--- src/rtl/fifo_stream_reader.sv ---
// Read-side adapter for the 36-bit sync FIFO: prefetches through a 2-entry buffer
// and presents a valid/ready stream of 32-bit data plus a 4-bit lane control field.
module fifo_stream_reader #(
    parameter int DATA_WIDTH = 36,
    parameter int CNT_WIDTH  = 32
) (
    input  logic                  clk,
    input  logic                  rst,
    input  logic                  fifo_empty,
    input  logic [DATA_WIDTH-1:0] fifo_rd_data,
    output logic                  fifo_rd_en,
    output logic [31:0]           out_data,
    output logic [3:0]            out_ctrl,
    output logic                  out_valid,
    input  logic                  out_ready,
    output logic [CNT_WIDTH-1:0]  word_cnt
);

    logic [DATA_WIDTH-1:0] buf0_q, buf0_d;
    logic [DATA_WIDTH-1:0] buf1_q, buf1_d;
    logic [1:0]            count_q, count_d;
    logic                  inflight_q;
    logic [CNT_WIDTH-1:0]  cnt_q, cnt_d;

    logic                  pop;
    logic [2:0]            occ;
    logic [1:0]            tail;

    always_comb begin
        pop    = (count_q != 2'd0) && out_ready;
        // Occupancy counts words held plus the one still arriving from the FIFO.
        occ    = {1'b0, count_q} + {2'b00, inflight_q};
        tail   = count_q - {1'b0, pop};
        buf0_d = buf0_q;
        buf1_d = buf1_q;
        cnt_d  = cnt_q + {{(CNT_WIDTH-1){1'b0}}, pop};

        fifo_rd_en = !rst && !fifo_empty && (occ < (3'd2 + {2'b00, pop}));

        if (pop) begin
            buf0_d = buf1_q;
        end
        // The arriving word lands behind whatever survives this cycle's pop.
        if (inflight_q) begin
            if (tail == 2'd0) begin
                buf0_d = fifo_rd_data;
            end else begin
                buf1_d = fifo_rd_data;
            end
        end

        count_d = 2'(occ - {2'b00, pop});
    end

    always_ff @(posedge clk) begin
        if (rst) begin
            buf0_q     <= '0;
            buf1_q     <= '0;
            count_q    <= 2'd0;
            inflight_q <= 1'b0;
            cnt_q      <= '0;
        end else begin
            buf0_q     <= buf0_d;
            buf1_q     <= buf1_d;
            count_q    <= count_d;
            inflight_q <= fifo_rd_en;
            cnt_q      <= cnt_d;
        end
    end

    assign out_valid = (count_q != 2'd0);
    assign out_data  = buf0_q[35:4];
    assign out_ctrl  = buf0_q[3:0];
    assign word_cnt  = cnt_q;

endmodule

--- config.mk ---
export PLATFORM = sky130hd
export DESIGN_NAME = fifo_stream_reader
export DESIGN_NICKNAME = d
export VERILOG_FILES = /design/src/rtl/fifo_stream_reader.sv
export SDC_FILE = /design/constraint.sdc
export NUM_CORES = 1
export LEC_CHECK = 0
export CAP_MARGIN = 10
export CORE_UTILIZATION = 53
export CTS_CLUSTER_SIZE = 24
export DETAILED_ROUTE_END_ITERATION = 16
export GPL_TIMING_DRIVEN = 0
export PLACE_DENSITY_LB_ADDON = 0.15
export SLEW_MARGIN = 20
export SYNTH_ARGS = -nofsm -noshare
export SYNTH_HDL_FRONTEND = slang
export SYNTH_SLANG_ARGS = --single-unit
--- constraint.sdc ---
create_clock -name clk -period 3.5 [get_ports clk]
set_clock_uncertainty 0.1 [all_clocks]
set_input_delay 0.525 -clock clk [delete_from_list [all_inputs] [get_ports clk]]
set_output_delay 0.525 -clock clk [all_outputs]
set_load 0.02 [all_outputs]
==> metrics.txt, run 1 <==
run status=finished clean; area grow syn2layout=31.7%; final core occ=0.715; maximum vdd drop=0.317 mV; Final Setup Violations=0; max-capacitance violation count=0; register bit total from synthesis=107; hold depth=2; per-cell routed wire length=14.9 microns; Design Area, Final=0.00585 sq mm; Hold Path Class=reg2reg; Root Buffer=clkbuf_8; # fillers=about 670; most common cell after layout, fill and taps aside=nand2_1; DRT Pass-1 Iters=4; die area=about 0.009 sq mm; cell area power density=roughly 560 mW/mm^2; top area cells in the synthesized netlist=dfxtp_1, nand2_1, a311oi_1; largest net degree at the start of global routing=19; Synth Instances=553; Antenna Cells=0; io pins=110; fin. max-slew vios=0; deepest clock path buffer count=2; distinct cell type count after synthesis=36; Worst-path clk slew=0.10 ns; post-synth top area cell=dfxtp_1; H-tree depth=3; Fmax achieved=between 300 and 400 MHz; CP Max Fanout=11; GRT Total Usage=0.271; Mapped Nets=597; vias=4460; RSZ-0062 raised after global routing=false; share of layout cells above drive strength 1=0.0414; Worst Setup End Kind=output pin; initial core utilization=0.543; DRC violations left=0; Crit Path Category=reg2out; post-placement cell area=approximately 0.0057 sq mm; number of synthesized flops with an enable pin=0; Synth Cell Area=0.00444 sq mm; static leakage=1.92 nW; post-CTS setup buffers=0; number of antenna violations at the first check in global routing=0; worst reg2reg endpoint=word_cnt[25]; average vias per placed instance=5.71; CTS buffer count=9; die width=93.5 microns; core area=0.00818 sq mm; most frequent cells in the layout=nand2_1, clkdlybuf4s50_1, dfxtp_1; Worst EP arrival=2.70 ns; Post-DP HPWL=between 8000 and 9000 microns; total wire length=~12000 microns; Warnings, synthesis=0; Multi-input gate area=0.00212 sq mm; vias in the first global route=4200; Final Critical Period=3.32 ns; Tcrit/Tclk final=0.950; hold_buf cts=0; Die Y=93.5 microns; GP Congestion=0.829; startpoint class of the critical path=flop; asr flop ratio synth=0; R2R setup slack=0.66 ns; CTS Sinks=107; share of the synthesized area in the top cell type=0.483; First DRT Iteration DRCs=321; synthesized area per cell=8.03 sq um; Crit-path slowest cell=clkdlybuf4s50_1; crit-path cells=or2_2, nand2_2, buf_2, nor2_1, fa_1, nor3b_1, clkdlybuf4s50_1; final hold violations=0; nets=a little over 700; start point of the worst min-delay path=buf1_q[5]; Skew-Pair Late Insertion Delay=0.36 ns; Hold EP=buf1_q[5]; post-route ant nets=0; CP required=2.87 ns; TritonCTS clock tree=done; Worst-Margin Slew=between 0.6 and 0.7 ns; max incr delay on CP=0.56 ns; worst rel slew slack=0.553; register area share after synthesis=0.483; I/O Buffers=108; reg2reg path depth=9; register area=between 0.002 and 0.0025 sq mm; worst r2r src=count_q[1]; FP Rows=33; top_reg_cell synth=dfxtp_1; first-pass GRT wire length=19100 microns; GR Overflow Total=0
## worst max-delay path: cells and delay by family (launching register included)
family	cells	cell delay, ns
buffers and inverters	2	0.83
DFF	1	0.37
and+or+nand+nor	4	0.78
adders and majority gates	1	0.36
## final cells by class
type,instances,area share
flip-flops and latches,107,0.366
multi-input cells,399,0.363
repair buffers,108,0.185
plain buffers,42,0.0274
clock buffers,11,0.0259
well taps,105,0.0225
clock inverters,5,0.00749
inverters,4,0.00257
## synthesized netlist by cell type (2+ instances only)
master	n
nand3_1	10
nand4_1	9
nor2b_1	5
nand2_1	158
and4_1	5
or3_2	2
dfxtp_1	107
clkbuf_1	38
or3_1	5
inv_1	4
or4_1	13
nor4_1	2
nor3b_1	2
o31ai_1	12
xnor2_1	2
buf_1	4
nor2_1	49
o21ai_0	6
and2_1	2
xor2_1	9
ha_1	3
a311oi_1	36
a21oi_1	54
and3_1	4
## cell families (layout without fill, tap and decap cells)
kind of cell               after synthesis  after routing  share of synthesized area
adders and majority gates                4              4                     0.0130
buffers and inverters                   47            170                     0.0400
muxes                                    1              1                    0.00254
DFF                                    107            107                      0.483
xor gates and xnor gates                11             11                     0.0217
AOI/OAI and AO/OA                      113            113                      0.169
and+or+nand+nor                        270            270                      0.271
## how the worst max path moves through the flow
stage,to,start,cells past startpoint
after floorplan,fifo_rd_en,count_q[1],7
after global placement,fifo_rd_en,out_ready,8
after detailed placement,fifo_rd_en,out_ready,8
after CTS,fifo_rd_en,count_q[1],7
after global routing,fifo_rd_en,count_q[1],7
final,fifo_rd_en,count_q[1],7
## per-layer routing
metal  track usage  up-vias  wire [microns]
met4         0.101        0             281
met3        0.0390       27             708
met5             0        -               0
li1              -     2161               -
met1         0.349     2103            5030
met2         0.461      169            5610
## through the flow
stage | setup TNS [ns] | power (mW) | instances | hold WS (ns) | setup WS, ns
2_1_floorplan | 0 | 2.08 | 553 | 0.337 | 0.895
6_report | 0 | 3.26 | 781 | 0.363 | 0.175
4_1_cts | 0 | 3.26 | 781 | 0.361 | 0.0208
5_1_grt | 0 | 3.42 | 781 | 0.383 | 0.0653
3_5_place_dp | -0.263 | 2.53 | 766 | 0.348 | -0.263
3_3_place_gp | -0.234 | 2.51 | 766 | 0.342 | -0.234
## power breakdown
| group | switching (mW) | total [mW] | internal [mW] |
|---|---|---|---|
| clock network | 0.432 | 0.739 | 0.307 |
| logic | 0.617 | 1.04 | 0.422 |
| registers | 0.102 | 1.48 | 1.38 |
## registers in the layout, indices dropped and copies added, names as in the netlist
| signal | flops |
|---|---|
| word_cnt | 32 |
| count_q | 2 |
| buf0_q | 36 |
| inflight_q | 1 |
| buf1_q | 36 |
## repair_timing
item                       CTS  global route
setup endpoints to repair    1             1
gates resized for setup      1             1
hold endpoints to repair     0             0
Note: power is estimated with default switching activity, not from simulation.
==> run 2: changes to the inputs <==
--- a/config.mk
+++ b/config.mk
@@ -11,6 +11,7 @@
 export DETAILED_ROUTE_END_ITERATION = 16
 export GPL_TIMING_DRIVEN = 0
 export PLACE_DENSITY_LB_ADDON = 0.15
+export SETUP_SLACK_MARGIN = 0.15
 export SLEW_MARGIN = 20
 export SYNTH_ARGS = -nofsm -noshare
 export SYNTH_HDL_FRONTEND = slang
==> run 2 against run 1 <==
Effect of this change: hold slack improved by 0.0011 ns; wire length increased by 0.73%; largest cell class unchanged; critical path type unchanged; count of clock-buffer cells in the layout unchanged; maximum frequency increased by 4.9%; non-clock buffer count increased by 1; cell area about the same; global-route usage increased by 0.10 points; clock power increased by 0.5%.
==> metrics.txt, run 2 (same netlist as run 1, synthesis figures left out) <==
post-CTS setup buffers=0 (unchanged); startpoint class of the critical path=flop; DRC violations left=0 (unchanged); RSZ-0062 raised after global routing=false; Hold Path Class=reg2reg; CP required=2.87 ns (about the same); per-cell routed wire length=15.0 microns (+0.60%); R2R setup slack=0.83 ns (+0.17 ns); final hold violations=0 (unchanged); Fmax achieved=315 MHz (+4.9%); max-capacitance violation count=0 (unchanged); Worst EP arrival=2.55 ns (-0.15 ns); core area=0.00818 sq mm (unchanged); run status=finished clean; number of antenna violations at the first check in global routing=0 (unchanged); placed insts=766 (unchanged); TritonCTS clock tree=done; fin. max-slew vios=0 (unchanged); deepest clock path buffer count=2 (unchanged); Antenna Cells=0 (unchanged); Worst-Margin Slew=0.657 ns (-0.00863 ns); FP Rows=33 (unchanged); vias in the first global route=4204 (+0.095%); Final Critical Period=3.17 ns (-0.154 ns); CP Max Fanout=10 (-1); average vias per placed instance=5.72 (+0.19%); io pins=110 (unchanged); share of layout cells above drive strength 1=0.0414 (-0.0000612); H-tree depth=3 (unchanged); maximum vdd drop=0.331 mV (+4.5%); worst r2r src=count_q[1]; nets=716 (+0.14%); Crit-path slowest cell=dfxtp_1; Post-DP HPWL=8290 microns (unchanged); final non-filler cell total=782 (+0.13%); static leakage=1.93 nW (+0.43%); area grow syn2layout=31.8% (about the same); die area=0.00874 sq mm (unchanged); CTS Sinks=107 (unchanged); Critical Path Start=count_q[1]; CTS buffer count=9 (unchanged); most frequent cells in the layout=nand2_1, dfxtp_1, clkdlybuf4s50_1; worst rel slew slack=0.559 (+0.00579); I/O Buffers=108 (unchanged); max incr delay on CP=0.37 ns (-0.19 ns); initial core utilization=0.543 (unchanged); total power=3.27 mW (+0.25%); total wire length=11700 microns (+0.73%); GP Congestion=0.829 (unchanged); Skew-Pair Late Insertion Delay=0.36 ns (about the same); most common cell after layout, fill and taps aside=nand2_1; hold_buf cts=0 (unchanged); Final Setup Violations=0 (unchanged); # fillers=668 (+0.30%); GR Overflow Total=0 (unchanged); die width=93.5 microns (unchanged); First DRT Iteration DRCs=278 (-13%); Tcrit/Tclk final=0.906 (-0.0441); Root Buffer=clkbuf_8; vias=4474 (+0.31%); Die Y=93.5 microns (unchanged); DRT Pass-1 Iters=4 (unchanged); total negative slack=0 ns (unchanged); cell area power density=559 mW/mm^2 (+0.18%); Worst Setup End Kind=output pin; first-pass GRT wire length=19100 microns (+0.25%); GRT Total Usage=0.272 (+0.00104); Crit Path Category=reg2out; start point of the worst min-delay path=buf1_q[6]; post-route ant nets=0 (unchanged); Worst-path clk slew=0.11 ns (about the same); crit-path cells=or2_2, nand2_1, clkbuf_2, buf_4, nor2_1, fa_1, nor3b_1, dlygate4sd2_1; largest net degree at the start of global routing=19 (unchanged)
## run 2: worst max-delay path: cells and delay by family, from the launching register on
kind	cells	cell delay, ns
AND/OR/NAND/NOR	4	0.63
flip-flops	1	0.37
buffers and inverters	3	0.83
adder cells (fa/ha/maj)	1	0.36
## run 2: what timing repair did
action,in CTS,in global routing
hold endpoints to repair,0,0
gates resized for setup,4,0
setup endpoints to repair,1,0
## run 2: cell type report
cell class / count / area [sq um] / share of cell area
multi-input combinational: 399 / 2120 / 0.362
tap: 105 / 131 / 0.0225
clock inverter: 5 / 43.8 / 0.00749
buffer: 43 / 168 / 0.0287
clock buffer: 11 / 151 / 0.0259
inverter: 4 / 15.0 / 0.00257
timing repair buffer: 108 / 1080 / 0.185
sequential: 107 / 2140 / 0.366
## run 2: path summary, 6_finish.rpt
path,to,cells after the start
setup / recovery,fifo_rd_en,8
hold / removal,buf1_q[6],2
setup reg to reg,word_cnt[25],9
hold reg to reg,buf1_q[6],2
## run 2: report_power, final
| part | switching (mW) | internal (mW) | leakage [nW] |
|---|---|---|---|
| clock | 0.436 | 0.307 | 0.0941 |
| sequential | 0.102 | 1.38 | 0.869 |
| combinational | 0.616 | 0.425 | 0.966 |
## run 2: stage by stage
step	util	hold WS (ns)	area, sq um	setup slack (ns)
final	0.715	0.364	5850	0.330
after detailed placement	0.691	0.348	5650	-0.263
after CTS	0.715	0.361	5850	0.336
after global placement	0.691	0.342	5650	-0.234
after floorplan	-	0.337	4440	0.895
after global routing	0.715	0.383	5850	0.215
## run 2: layer usage
layer / share of wire / GRT usage / up-vias
li1: - / - / 2172
met1: 0.44 / 0.349 / 2126
met2: 0.49 / 0.464 / 156
met3: 0.056 / 0.0390 / 20
met4: 0.019 / 0.101 / 0
met5: 0 / 0 / -
==> run 3: changes to the inputs <==
--- a/config.mk
+++ b/config.mk
@@ -9,6 +9,7 @@
 export CORE_UTILIZATION = 53
 export CTS_CLUSTER_SIZE = 24
 export DETAILED_ROUTE_END_ITERATION = 16
+export GPL_ROUTABILITY_DRIVEN = 0
 export GPL_TIMING_DRIVEN = 0
 export PLACE_DENSITY_LB_ADDON = 0.15
 export SETUP_SLACK_MARGIN = 0.15
==> results of run 3 <==
The final DEF is identical to that of run 2; final timing and power are the same.
==> edit 1, RTL diff (flow settings as in run 1) <==
`CNT_WIDTH`: 32 -> 64.
--- a/src/rtl/fifo_stream_reader.sv
+++ b/src/rtl/fifo_stream_reader.sv
@@ -2,7 +2,7 @@
 // and presents a valid/ready stream of 32-bit data plus a 4-bit lane control field.
 module fifo_stream_reader #(
     parameter int DATA_WIDTH = 36,
-    parameter int CNT_WIDTH  = 32
+    parameter int CNT_WIDTH  = 64
 ) (
     input  logic                  clk,
     input  logic                  rst,
Interface: changed (resized word_cnt); port bits go from 110 to 142. The function was not compared with the original's and may differ.
==> edit 1 against run 1 <==
Final area grew 42%. Synthesized area up 34%. Hold slack worse by 0.0092 ns. Sequential cell count rose by 32. Synthesized cell count grew 25%. Setup slack worse by 0.022 ns. Routed wire length rose by 37%. Final cell count up 29%. Sequential share of layout area decreased by 3.0 points. Power grew 54%.
==> edit 1: results (changes against run 1) <==
Layout Nets 901 (was 715); total global-route track usage 28.3% (was 27.1%); vias in the first global route 5426 (was 4200); proportion of cell area occupied by registers 33.6% (was 36.6%); number of fill cells in the layout 788 (was 666); 1st-pass router iterations 5 (was 4); status finished clean (unchanged); Area contributors post-synth dfxtp_1, nand2_1, mux2i_1 (was dfxtp_1, nand2_1, a311oi_1); XOR/XNOR Fraction of Synth Area 6.18% (was 2.17%); NonClk Buf Share 19.4% (was 21.2%); GRT met3 Usage 7.66% (was 3.90%); Synth Area in Adders 1.18% (was 1.30%); H-tree level count 4 (was 3); syn_area_per_cell 8.61 sq um (was 8.03 sq um); port bufs 140 (was 108); clock-cell share of area 8.28% (was 3.34%); hpwl dp 11000 microns (was 8290 microns); First DRT Iteration DRCs 378 (was 321); sequential fraction of the synthesis area 46.8% (was 48.3%); LEAKAGE 3.10 nW (was 1.92 nW); GP Congestion 0.861 (was 0.829); area of the multi-input gates 2990 sq um (was 2120 sq um); met1 Use GR 33.7% (was 34.9%); CTS buffer count 17 (was 9); worst-path maximum fanout 10 (was 11); Multi-In Gates 502 (was 399); global-route wire length before repair 25800 microns (was 19100 microns); Compound-Gate Fraction of Synth Area 11.0% (was 16.9%); worst skew pair latency 0.53 ns (was 0.36 ns); synth cell count leaders dfxtp_1, nand2_1, nor2_1 (was nand2_1, dfxtp_1, a21oi_1); clk slew on worst S/H paths 0.06 ns (was 0.10 ns); Yosys reg bits 139 (was 107); placed inst area 7530 sq um (was 5650 sq um); largest net degree at the start of global routing 17 (was 19); Critical Path AT 2.72 ns (was 2.70 ns); peak supply drop 505 uV (was 317 uV); slowest stage delay, CP 0.37 ns (was 0.56 ns); placed cell count 971 (was 766)
[edit 1: path summary, 6_finish.rpt]
path,startpoint,endpoint,slack (ns),cells past startpoint
setup / recovery,count_q[1]$_SDFF_PP0_,fifo_rd_en,0.15,9
hold / removal,buf1_q[30]$_SDFFE_PP0P_,buf1_q[30]$_SDFFE_PP0P_,0.35,2
setup reg to reg,count_q[0]$_SDFF_PP0_,word_cnt[61]$_SDFF_PP0_,0.27,11
hold reg to reg,buf1_q[30]$_SDFFE_PP0P_,buf1_q[30]$_SDFFE_PP0P_,0.35,2
[edit 1: where the power goes]
group          total [W]  switching [W]  internal [W]
registers        0.00184      0.0000919       0.00175
clock network    0.00208       0.000672       0.00141
logic            0.00109       0.000595      0.000499
total            0.00501        0.00136       0.00365
[edit 1: layer usage]
metal  share of wire [%]  vias to the layer above  wire length (microns)
met5                   0                        -                      0
met4                 1.3                        0                    205
met3                 5.5                       23                    879
met2                  50                      182                   8040
met1                  43                     2639                   6860
li1                    -                     2735                      -
==> edit 2, RTL diff (settings of run 1) <==
Without the edit above. Put one more register stage on the output `word_cnt`, with the module's reset. The value now appears one clock later. The other outputs are not delayed to match.
--- a/src/rtl/fifo_stream_reader.sv
+++ b/src/rtl/fifo_stream_reader.sv
@@ -71,7 +71,13 @@
     assign out_valid = (count_q != 2'd0);
     assign out_data  = buf0_q[35:4];
     assign out_ctrl  = buf0_q[3:0];
-    assign word_cnt  = cnt_q;
+    always_ff @(posedge clk) begin
+        if (rst) begin
+            word_cnt <= '0;
+        end else begin
+            word_cnt <= cnt_q;
+        end
+    end
 
 endmodule
 
Formal check against the unedited RTL: not equivalent (a bounded check fails within 4 cycles, from zero or initial values and one cycle with rst high).
==> edit 2 against run 1 <==
Final area grew 22%. Power grew 41%. Synthesized area grew 19%. Routed wire length grew 12%. Hold slack lost 0.0070 ns. Via count grew 4.9%. Setup slack lost 0.023 ns. Sequential cell count grew 32.
==> edit 2: results (changes against run 1) <==
met2 track demand over resource 44.7% (was 46.1%); peak supply drop 448 uV (was 317 uV); XOR/XNOR Fraction of Synth Area 2.15% (was 2.17%); DP Worst Slack 0.145 ns (was -0.263 ns); setup ws final 0.153 ns (was 0.175 ns); sequential fraction of the synthesis area 52.5% (was 48.3%); CTS resizes 0 (was 1); met1 Use GR 30.8% (was 34.9%); total power per unit cell area 645 nW/um^2 (was 558 nW/um^2); vias after detailed routing 4679 (was 4460); CTS buffer count 17 (was 9); WHS Endpoint buf1_q[18]$_SDFFE_PP0P_ (was buf1_q[5]$_SDFFE_PP0P_); syn_nets 654 (was 597); Root Buffer clkbuf_8 (unchanged); post-DR wirelength/cell 14.7 microns (was 14.9 microns); worst skew pair latency 0.52 ns (was 0.36 ns); R2R Setup Slk 0.99 ns (was 0.66 ns); global-route wire length before repair 20700 microns (was 19100 microns); mux share of post-synthesis cell area 2.76% (was 0.254%); wire length on met3 807 microns (was 708 microns); Hold Crit Start buf1_q[18]$_SDFFE_PP0P_ (was buf1_q[5]$_SDFFE_PP0P_); fraction of layout cells with a size suffix above 1 8.00% (was 4.14%); post-synthesis cell type count 42 (was 36); Synth Area in Adders 1.09% (was 1.30%); largest net degree at the start of global routing 20 (was 19); cell count of the worst reg-to-reg path 8 (was 9); H-tree level count 4 (was 3); top routing layer used met4 (unchanged); n_diodes 0 (unchanged); Layout Nets 781 (was 715); RR Endpoint cnt_q[21]$_SDFF_PP0_ (was word_cnt[25]$_SDFF_PP0_); Post-Route M1 WL 5540 microns (was 5030 microns); vias in the first global route 4491 (was 4200); Compound-Gate Fraction of Synth Area 10.9% (was 16.9%); synth cell count leaders nand2_1, dfxtp_1, nor2_1 (was nand2_1, dfxtp_1, a21oi_1); worst slew pin tran 0.696 ns (was 0.666 ns); LEAKAGE 2.55 nW (was 1.92 nW); First DRT Iteration DRCs 231 (was 321); clk slew on worst S/H paths 0.06 ns (was 0.10 ns); DR vias/cell 5.30 (was 5.71); cell count after synthesis 610 (was 553); Syn. warnings 0 (unchanged); status finished clean (unchanged); met2 wire length 6490 microns (was 5610 microns); 1st-pass router iterations 6 (was 4); number of fill cells in the layout 756 (was 666); worst-path maximum fanout 19 (was 11); port bufs 109 (was 108); total global-route track usage 25.9% (was 27.1%); GRT met3 Usage 7.66% (was 3.90%); GP Congestion 0.806 (was 0.829); hpwl dp 8910 microns (was 8290 microns); Area contributors post-synth dfxtp_1, nand2_1, a311oi_1 (unchanged); placed inst area 6560 sq um (was 5650 sq um); worst hold slack 0.356 ns (was 0.363 ns); critical path's slowest cell clkdlybuf4s50_1 (unchanged); slowest stage delay, CP 0.56 ns (about the same); placed cell count 852 (was 766)
[edit 2: changes by cell type in the layout (fill, tap and decap cells not counted), sizes merged, moves of 4 or more]
cell,before,now
dfxtp,107,139
buf,5,16
mux2,1,13
or3,7,2
o21ai,7,3
or4,13,2
o31ai,12,2
nor2b,5,33
nor2,49,66
nor3,0,8
inv,6,12
a21oi,54,41
[edit 2: area by class of cell]
cell class / count / share of cell area (%)
buffer: 42 / 2.71
clock buffer: 19 / 6.07
clock inverter: 13 / 1.83
inverter: 7 / 0.369
multi-input combinational: 421 / 32.2
sequential: 139 / 39.1
tap: 133 / 2.34
timing repair buffer: 109 / 15.3
[edit 2: report_power, final]
part | internal (W) | switching (W) | total [W]
clock network | 0.000976 | 0.000707 | 0.00168
registers | 0.00175 | 0.000101 | 0.00185
logic | 0.000431 | 0.000625 | 0.00106
[edit 2: worst min-delay path, cell delays in order (launching register included)]
cell and delay, ns:
dfxtp_1 0.31, nand2_1 0.05, a21oi_1 0.05
